<file path="src/rtl/game_pkg.sv">
// Shared types and helpers for the maze game round controller.
package game_pkg;

    typedef enum logic [2:0] {
        S_IDLE,
        S_LOAD,
        S_ARM,
        S_PLAY,
        S_DIED,
        S_CLEARED,
        S_WON,
        S_LOST
    } state_t;

    localparam logic [1:0] BANNER_NONE    = 2'd0;
    localparam logic [1:0] BANNER_DIED    = 2'd1;
    localparam logic [1:0] BANNER_CLEARED = 2'd2;
    localparam logic [1:0] BANNER_FINAL   = 2'd3;

    // Level index width; a single-level game still gets a 1-bit field.
    function automatic int level_w(input int n);
        return (n > 1) ? $clog2(n) : 1;
    endfunction

endpackage

</file>
<file path="src/rtl/game_sequencer_sec_tick.sv">
// One-second tick generator: pulses tick for one cycle every TICK_DIV cycles.
module sec_tick #(
    parameter int TICK_DIV = 50_000_000
) (
    input  logic clk,
    input  logic reset,
    input  logic clear,
    output logic tick
);

    localparam int CW = (TICK_DIV > 1) ? $clog2(TICK_DIV) : 1;

    logic [CW-1:0] count;

    assign tick = (count == CW'(TICK_DIV - 1));

    always_ff @(posedge clk) begin
        if (reset || clear || tick) begin
            count <= '0;
        end else begin
            count <= count + CW'(1);
        end
    end

endmodule

</file>
<file path="src/rtl/game_sequencer.sv">
// Round controller: level loading, countdown, lives and win/lose flow.
module game_sequencer
    import game_pkg::*;
#(
    parameter int NUM_LEVELS  = 4,
    parameter int LIVES       = 3,
    parameter int TICK_DIV    = 50_000_000,
    parameter int LEVEL_TIME  = 60,
    parameter int BANNER_SECS = 2
) (
    input  logic                             clk,
    input  logic                             reset,
    input  logic                             start_button,
    input  logic                             gameover,
    input  logic                             complete,
    input  logic                             load_done,
    output logic                             load_req,
    output logic                             round_start,
    output logic                             play,
    output logic [level_w(NUM_LEVELS)-1:0]   level,
    output logic [2:0]                       lives,
    output logic [6:0]                       time_left,
    output logic [1:0]                       banner,
    output logic                             win
);

    localparam int LW = level_w(NUM_LEVELS);
    localparam int BW = (BANNER_SECS > 1) ? $clog2(BANNER_SECS) : 1;

    localparam logic [2:0]    LIVES_INIT = 3'(LIVES);
    localparam logic [6:0]    TIME_INIT  = 7'(LEVEL_TIME);
    localparam logic [LW-1:0] LAST_LEVEL = LW'(NUM_LEVELS - 1);
    localparam logic [BW-1:0] LAST_SEC   = BW'(BANNER_SECS - 1);

    if ((LIVES < 1) || (LIVES > 7)) begin : g_lives_check
        $error("game_sequencer: LIVES must be in 1..7");
    end

    state_t        state, state_n;
    logic [LW-1:0] level_n;
    logic [2:0]    lives_n;
    logic [6:0]    time_n;
    logic [BW-1:0] bsec, bsec_n;
    logic          start_prev;
    logic          start_edge;
    logic          tick;
    logic          tick_clear;

    // History follows the button even in reset, so a held button never looks like a press.
    always_ff @(posedge clk) begin
        start_prev <= start_button;
    end

    assign start_edge = start_button & ~start_prev;

    sec_tick #(.TICK_DIV(TICK_DIV)) u_tick (
        .clk   (clk),
        .reset (reset),
        .clear (tick_clear),
        .tick  (tick)
    );

    always_ff @(posedge clk) begin
        if (reset) begin
            state     <= S_IDLE;
            level     <= '0;
            lives     <= '0;
            time_left <= '0;
            bsec      <= '0;
        end else begin
            state     <= state_n;
            level     <= level_n;
            lives     <= lives_n;
            time_left <= time_n;
            bsec      <= bsec_n;
        end
    end

    always_comb begin
        state_n    = state;
        level_n    = level;
        lives_n    = lives;
        time_n     = time_left;
        bsec_n     = bsec;
        tick_clear = 1'b0;
        case (state)
            S_IDLE, S_WON, S_LOST: begin
                if (start_edge) begin
                    state_n = S_LOAD;
                    level_n = '0;
                    lives_n = LIVES_INIT;
                end
            end
            S_LOAD: begin
                if (load_done) begin
                    state_n    = S_ARM;
                    time_n     = TIME_INIT;
                    tick_clear = 1'b1;
                end
            end
            // The detector still shows the previous round's result here.
            S_ARM: state_n = S_PLAY;
            S_PLAY: begin
                if (gameover && complete) begin
                    state_n    = S_CLEARED;
                    bsec_n     = '0;
                    tick_clear = 1'b1;
                end else if (gameover || (tick && (time_left <= 7'd1))) begin
                    if (!gameover) begin
                        time_n = '0;
                    end
                    lives_n = (lives == 3'd0) ? 3'd0 : lives - 3'd1;
                    // Last life lost skips the death banner.
                    if (lives <= 3'd1) begin
                        state_n = S_LOST;
                    end else begin
                        state_n    = S_DIED;
                        bsec_n     = '0;
                        tick_clear = 1'b1;
                    end
                end else if (tick) begin
                    time_n = time_left - 7'd1;
                end
            end
            S_DIED: begin
                if (tick) begin
                    if (bsec == LAST_SEC) begin
                        state_n = S_LOAD;
                    end else begin
                        bsec_n = bsec + BW'(1);
                    end
                end
            end
            S_CLEARED: begin
                if (tick) begin
                    if (bsec != LAST_SEC) begin
                        bsec_n = bsec + BW'(1);
                    end else if (level == LAST_LEVEL) begin
                        state_n = S_WON;
                    end else begin
                        level_n = level + LW'(1);
                        state_n = S_LOAD;
                    end
                end
            end
            default: state_n = S_IDLE;
        endcase
    end

    assign load_req    = (state == S_LOAD);
    assign round_start = (state == S_ARM);
    assign play        = (state == S_PLAY);
    assign win         = (state == S_WON);

    always_comb begin
        banner = BANNER_NONE;
        case (state)
            S_DIED:       banner = BANNER_DIED;
            S_CLEARED:    banner = BANNER_CLEARED;
            S_WON, S_LOST: banner = BANNER_FINAL;
            default:      banner = BANNER_NONE;
        endcase
    end

endmodule
</file>
<file path="config.mk">
export PLATFORM = sky130hd
export DESIGN_NAME = game_sequencer
export DESIGN_NICKNAME = d
export VERILOG_FILES = /design/src/rtl/game_pkg.sv /design/src/rtl/game_sequencer_sec_tick.sv /design/src/rtl/game_sequencer.sv
export SDC_FILE = /design/constraint.sdc
export NUM_CORES = 1
export LEC_CHECK = 0
export ABC_AREA = 0
export BUFFER_PORTS_ARGS = -buffer_cell sky130_fd_sc_hd__buf_2
export CAP_MARGIN = 5
export CORE_ASPECT_RATIO = 0.5
export CORE_MARGIN = 2
export CORE_UTILIZATION = 45
export DETAILED_ROUTE_END_ITERATION = 7
export GPL_ROUTABILITY_DRIVEN = 0
export REMOVE_ABC_BUFFERS = 1
export SLEW_MARGIN = 20
export SYNTH_ARGS = -nofsm -noshare
export SYNTH_HDL_FRONTEND = slang
export SYNTH_SLANG_ARGS = --single-unit
export TNS_END_PERCENT = 1
</file>
<file path="constraint.sdc">
create_clock -name clk -period 2.9 [get_ports clk]
set_clock_uncertainty 0.1 [all_clocks]
set_input_delay 0.145 -clock clk [delete_from_list [all_inputs] [get_ports clk]]
set_output_delay 0.145 -clock clk [all_outputs]
set_load 0.02 [all_outputs]
</file>
==> results.md, run 1 <==
* Vias in the first global route at 1,846
* Clk sink count at 43
* DR iter-0 viols at 62
* Post-Place Setup Slack at 464 ps
* Critical Path Source Type: flip-flop
* Sum Neg Setup Slack at 0 ps
* GRT Total Usage at 18.4%
* Cell area after synthesis at 0.00234 mm2
* Leak at 1.00 nW
* Vias per cell at 5.39
* Hpwl dp at 3540 um
* Relative slew slack at 40.8%
* Pwr dens at 634 mW/mm2
* Die Wd at 106 um
* Fin cells at 375
* CTS root buf: clkbuf_8
* Critical path's largest stage delay at 900 ps
* CP Cell Sequence: inv_1 -> and3_1 -> and2_1 -> or4_1 -> nor2_1
* Arrival @ worst endpoint at 2540 ps
* Buffer levels on the longest clock path at 2
* Pwr Total at 1.68 mW
* Register area share after synthesis at 36.8%
* Worst hold path class: primary input to flip-flop
* Worst-Margin Slew at 888 ps
* Mapped Avg Cell Area at 8.39 um2
* Data required time at the worst endpoint at 3030 ps
* Routed WL at 5010 um
* Fin. Hold Viols at 0
* Yosys cell types at 51
* Initial DRT Pass Iterations at 4
* Period minus WS final at 2410 ps
* Synth Register Bits at 43
* Min Hold Slack at 99.2 ps
* Final setup fails at 0
* FMAX at 0.415 GHz
* Die ar. at 0.00583 mm2
* I/O Pins at 24
* Number of synthesis warnings at 0
* Grt total ovfl at 0
* Maximum VDD drop at 0.279 mV
* Yosys top cell area share at 36.8%
* Initial core utilization at 47.0%
* Unrepaired setup endpoints after global routing: no
* Max stage delay cell, worst path: or4_1
* CTS tree: built
* Via count at 2,020
* Crit share post-route at 83.2%
* CTS Buf Count at 5
* Post-DRT Antenna Nets at 0
* CTS clk-pin slew, worst paths at 80 ps
* Crit Path Max Fanout at 26
* Status: finished clean
* CP Class: flip-flop to flip-flop
* Final #Nets at 316
* Clock latency on the worst-skew pair at 290 ps
* Slew Viols, Final at 0
* Ys flop type: dfxtp_1
* Share of cells above drive strength 1 at 15.4%
* Max_cap viols at 0
* Die Y at 55 um
* Asr flop ratio synth at 0%
* Ant diodes at 0
* Largest net degree at the start of global routing at 27
* Synth top area cells: dfxtp_1 (37%), nor2_1 (7.7%), xor2_1 (5.2%), nand2_1 (3.8%), xnor2_1 (3.7%)
* Worst Setup End Kind: flip-flop
* Initial antenna violation count at 0
* # DRC at 0
* Core area at 0.00498 mm2
* First-pass GRT wire length at 8410 um
* IO Port Bufs at 23
* H-tree levels at 2
* Cell count after placement at 366
* Synth Instances at 279
* Core Rows at 18
* Final WS setup at 488 ps
* Post-DR wirelength/cell at 13.3 um
* Synth area leader: dfxtp_1
* Synthesis-to-finish area growth at 13.2%
* Post-synth EDFFs at 0
repair_timing:
| item | in CTS | in global routing |
|---|---|---|
| buffers inserted | 0 | 0 |
| gates resized for setup | 0 | 0 |
| hold buffers | 1 | 0 |
| endpoints found under the hold margin | 1 | 0 |
cells in the final DEF (no fill, tap or decap), types with 3 or more instances in the layout:
cell type / n
a21oi_1: 11
a31oi_1: 4
and2_1: 3
and3_1: 7
buf_2: 23
clkbuf_8: 6
dfxtp_1: 43
ha_1: 6
inv_1: 11
mux2i_1: 5
nand2_1: 24
nand3_1: 15
nand4_1: 6
nor2_1: 48
nor2b_1: 5
nor3_1: 7
nor4b_1: 3
o21a_1: 3
o21ai_0: 4
or3_1: 5
xnor2_1: 10
xor2_1: 14
stage by stage:
| stage | util [%] | instance area [um2] |
|---|---|---|
| after floorplan | - | 2300 |
| after global placement | 50.7 | 2520 |
| after detailed placement | 50.7 | 2520 |
| after CTS | 53.2 | 2650 |
| final | 53.2 | 2650 |
| after global routing | 53.2 | 2650 |
power by group:
group | internal [mW] | total [mW] | switching [mW]
sequential | 0.636 | 0.704 | 0.0683
clock | 0.279 | 0.494 | 0.214
combinational | 0.179 | 0.483 | 0.304
kinds of logic after synthesis:
group,synth area share (%)
DFF,36.8
adders and majority gates,3.21
buffers and inverters,3.47
AOI/OAI and AO/OA,12.7
xor gates and xnor gates,8.98
and+or+nand+nor,32.7
muxes,2.14
layout make-up:
class / instances / area [um2]
clock buffers: 6 / 82.6
clock inverters: 2 / 35.0
fillers: 483 / 2330
inverters: 12 / 45.0
multi-input cells: 216 / 1400
flip-flops and latches: 43 / 861
well taps: 70 / 87.6
repair buffers: 26 / 140
synth_stat cells, types with 3 or more instances:
library cell   n
mux2i_1        5
a31oi_1        4
nand2_1       24
and3_1         7
nor2b_1        5
o21ai_0        4
nand4_1        6
a21oi_1       11
inv_1         11
xnor2_1       10
dfxtp_1       43
ha_1           6
nor4b_1        3
o21a_1         3
nor2_1        48
xor2_1        14
and2_1         3
or3_1          5
nand3_1       15
buf_2          5
nor3_1         7
registers in the layout (all words and copies together) (netlist names):
name / count
level: 2
bsec: 1
start_prev: 1
state: 3
lives: 3
time_left: 7
u_tick.count: 26
critical path, delay by kind of cell, from the launching register on:
kind,cells,cell delay (ps)
simple gates,4,1530
flops,1,530
buf+inv,1,170
layer usage:
layer  routed length [um]  vias to the layer above  GRT usage, %
met3                  218                        2          4.33
met1                 2600                      944          24.2
met5                    0                        -             0
met4                   13                        0          5.70
met2                 2170                       40          30.6
li1                     -                     1034             -
worst paths after layout:
path / slack (ps) / start / endpoint / cells past startpoint
worst min register to register: 380 / u_tick.count[0] / u_tick.count[0] / 1
worst max-delay path: 490 / state[2] / u_tick.count[3] / 5
worst min-delay path: 100 / load_done / time_left[2] / 3
worst max register to register: 490 / state[2] / u_tick.count[3] / 5
Power figures use the tool's default switching activity.
==> inputs of run 2 (changes only) <==
--- a/config.mk
+++ b/config.mk
@@ -5,7 +5,7 @@
 export SDC_FILE = /design/constraint.sdc
 export NUM_CORES = 1
 export LEC_CHECK = 0
-export ABC_AREA = 0
+export ABC_AREA = 1
 export BUFFER_PORTS_ARGS = -buffer_cell sky130_fd_sc_hd__buf_2
 export CAP_MARGIN = 5
 export CORE_ASPECT_RATIO = 0.5
@@ -13,6 +13,7 @@
 export CORE_UTILIZATION = 45
 export DETAILED_ROUTE_END_ITERATION = 7
 export GPL_ROUTABILITY_DRIVEN = 0
+export PLACE_DENSITY = 0.66
 export REMOVE_ABC_BUFFERS = 1
 export SLEW_MARGIN = 20
 export SYNTH_ARGS = -nofsm -noshare
==> constraint.sdc (replaced) <==
create_clock -name clk -period 2 [get_ports clk]
set_clock_uncertainty 0.1 [all_clocks]
set_input_delay 0.1 -clock clk [delete_from_list [all_inputs] [get_ports clk]]
set_output_delay 0.1 -clock clk [all_outputs]
set_load 0.02 [all_outputs]
==> results.md, run 2 <==
* Status: finished clean
* Share of cells above drive strength 1 at 18.1%
* Synth Register Bits at 43
* CP delay by family, top: simple AND/OR/NAND/NOR gates
* Cell area after synthesis at 0.00257 mm2
* Relative slew slack at 73.1%
* Fillcell total at 516
* Max_cap viols at 0
* Die ar. at 0.00637 mm2
* CP Cell Sequence: ha_4 -> nand2_2 -> nor2_2 -> nand3_1 -> nor2_1 -> nand3_2 -> nand3_4 -> nand2_2 -> nor2_4 -> nand2_1 -> nand2_1 -> nor2_1
* Core Rows at 19
* CP Class: flip-flop to flip-flop
* Critical Path Source Type: flip-flop
* Layout Utilization at 55.8%
* FMAX at 0.551 GHz
* Largest registers: u_tick.count x26, time_left x7
* Vias in the first global route at 2,266
* Post-DRT Antenna Nets at 0
* Pwr dens at 1130 mW/mm2
* Max reg flops at 26
* Core area at 0.00549 mm2
* Grt total ovfl at 0
* Multi-input combinational cell area at 0.00153 mm2
* Worst Setup EP: state[1]
* Asr flop ratio synth at 0%
* CTS tree: built
* Mux cell area share after synthesis at 0%
* Register area share after synthesis at 33.5%
* Largest family of logic cells by synthesized area: simple AND/OR/NAND/NOR gates
* Largest net degree at the start of global routing at 27
* Period minus WS final at 1810 ps
* Crit share post-route at 90.7%
* Number of synthesis warnings at 0
* Mapped Avg Cell Area at 6.51 um2
* Commonest cells after routing, fill and taps aside: nand2_1 (87), nor2_1 (72), inv_1 (52)
* CP bufs+invs at 0
* Initial core utilization at 46.8%
* Synth Instances at 395
* Yosys top cell area share at 33.5%
* Commonest cells in the netlist: nand2_1 (90), nor2_1 (74), inv_1 (52)
* Adder-cell share of the synthesized area at 2.92%
* Metal-1 WL at 2900 um
* Leak at 1.29 nW
* Synth area leader: dfxtp_1
* Synth Area in Compound Gates at 7.74%
* FF-to-FF End: state[1]
* Post-synth EDFFs at 0
* Routed WL at 5840 um
* Die Wd at 111 um
* Met3 layer wire length in the routed design at 267 um
* Reg2Reg Depth at 12
* Worst hold path class: primary input to flip-flop
* Most common cell in the synthesized netlist: nand2_1
* CTS Buf Count at 5
* Pwr Total at 3.47 mW
* GRT Total Usage at 19.5%
* Met2 Wirelength at 2650 um
* Data required time at the worst endpoint at 2070 ps
* Final #Nets at 443
* Slew Viols, Final at 0
* Critical path's largest stage delay at 360 ps
* Clk sink count at 43
* Sum Neg Setup Slack at 0 ps
* DR iter-0 viols at 185
* Final WS setup at 186 ps
* CTS root buf: clkbuf_16
* Arrival @ worst endpoint at 1890 ps
* CTS clk-pin slew, worst paths at 60 ps
* Stages on the worst setup path at 12
* Ant diodes at 0
* Commonest non-fill, non-tap cell in the layout: nand2_1
* Worst Setup End Kind: flip-flop
* Via count at 2,519
* Die Y at 57.5 um
* Setup slack, reg-to-reg at 190 ps
* Max stage delay cell, worst path: dfxtp_4
* Post-Place Setup Slack at 63.6 ps
* IO Port Bufs at 23
* Initial DRT Pass Iterations at 4
* Yosys cell types at 29
* Synth Area in Simple Gates at 41.0%
* Ys flop type: dfxtp_1
* First-pass GRT wire length at 10,200 um
* Hpwl dp at 4400 um
* FF/Latch Area at 871 um2
* Synthesis-to-finish area growth at 19.2%
* Buffer levels on the longest clock path at 2
* Crit Path Max Fanout at 7
* Vias per cell at 5.00
* Final setup fails at 0
* Worst-Margin Slew at 393 ps
* Initial antenna violation count at 0
* Biggest register: u_tick.count
* Clock latency on the worst-skew pair at 280 ps
* R2r startpoint: u_tick.count[0]
* Fin. Hold Viols at 0
* Synth top area cells: dfxtp_1 (33%), nand2_1 (13%), nor2_1 (11%), inv_1 (7.6%), a21oi_1 (4.7%)
* Maximum VDD drop at 0.672 mV
* Post-DR wirelength/cell at 11.6 um
* Worst Setup SP: u_tick.count[0]
* H-tree levels at 2
* # DRC at 0
* I/O Pins at 24
* Post-synthesis xor/xnor area fraction at 5.45%
* DR top layer: met4
## run 2: changes by cell type after synthesis, sizes merged, moves of 5 or more
cell | previous run | this run
nand2 | 24 | 93
inv | 12 | 56
nor2 | 48 | 85
a21oi | 13 | 24
nand4 | 6 | 16
and3 | 9 | 0
o21ai | 5 | 14
or3 | 6 | 0
xnor2 | 10 | 4
mux2i | 5 | 0
nor2b | 5 | 0
or2 | 0 | 5
## run 2: through the flow
stage / area [um2] / hold slack (ps) / std cells
finish: 3070 / 225 / 504
global route: 3070 / 259 / 504
CTS: 2970 / 201 / 500
detailed placement: 2790 / 136 / 491
global placement: 2790 / 132 / 491
floorplan: 2540 / 27.7 / 391
## run 2: per-layer routing
| layer | global-route usage (%) | vias to the layer above |
|---|---|---|
| met3 | 3.93 | 2 |
| met4 | 3.39 | 0 |
| li1 | - | 1322 |
| met5 | 0 | - |
| met2 | 31.7 | 52 |
| met1 | 27.5 | 1143 |
## run 2: worst min-delay path by stage
| stage | start | end | slack, ps | cells after the start |
|---|---|---|---|---|
| 5_1_grt | gameover | time_left[6] | 260 | 6 |
| 2_1_floorplan | start_button | start_prev | 30 | 0 |
| 3_3_place_gp | start_button | start_prev | 130 | 1 |
| 6_report | gameover | time_left[6] | 230 | 6 |
| 3_5_place_dp | start_button | start_prev | 140 | 1 |
| 4_1_cts | gameover | lives[2] | 200 | 5 |
## run 2: cell families (layout without fill, tap and decap cells)
| group | Yosys count | count (layout) |
|---|---|---|
| AND/OR/NAND/NOR | 231 | 231 |
| buffers and inverters | 60 | 96 |
| flip-flops | 43 | 43 |
| AO/OA/AOI/OAI | 39 | 39 |
| XOR/XNOR | 16 | 16 |
| adder cells (fa/ha/maj) | 6 | 6 |
## run 2: where the power goes
| part | total, mW | internal (mW) | switching [mW] |
|---|---|---|---|
| logic | 1.41 | 0.523 | 0.886 |
| clock network | 0.898 | 0.583 | 0.316 |
| registers | 1.16 | 0.999 | 0.163 |
## run 2: what timing repair did
action / CTS / global route
hold buffers: 2 / 0
endpoints found under the setup margin: 0 / 40
buffers inserted: 0 / 4
hold endpoints to repair: 4 / 0
gates resized for setup: 0 / 20
## run 2: worst reg2reg max path: stages, from the launching register on
cell and delay, ps:
dfxtp_4 360, ha_4 150, nand2_2 60, nor2_2 170, nand3_1 90, nor2_1 110
nand3_2 120, nand3_4 130, nand2_2 70, nor2_4 170, nand2_1 70, nand2_1 70
nor2_1 50
## run 2: layout make-up
class	instances	area share (%)
Clock buffer	6	4.20
Multi-Input combinational cell	292	49.8
Inverter	56	6.86
Tap cell	73	2.98
Sequential cell	43	28.4
Clock inverter	1	0.980
Timing Repair Buffer	33	6.78
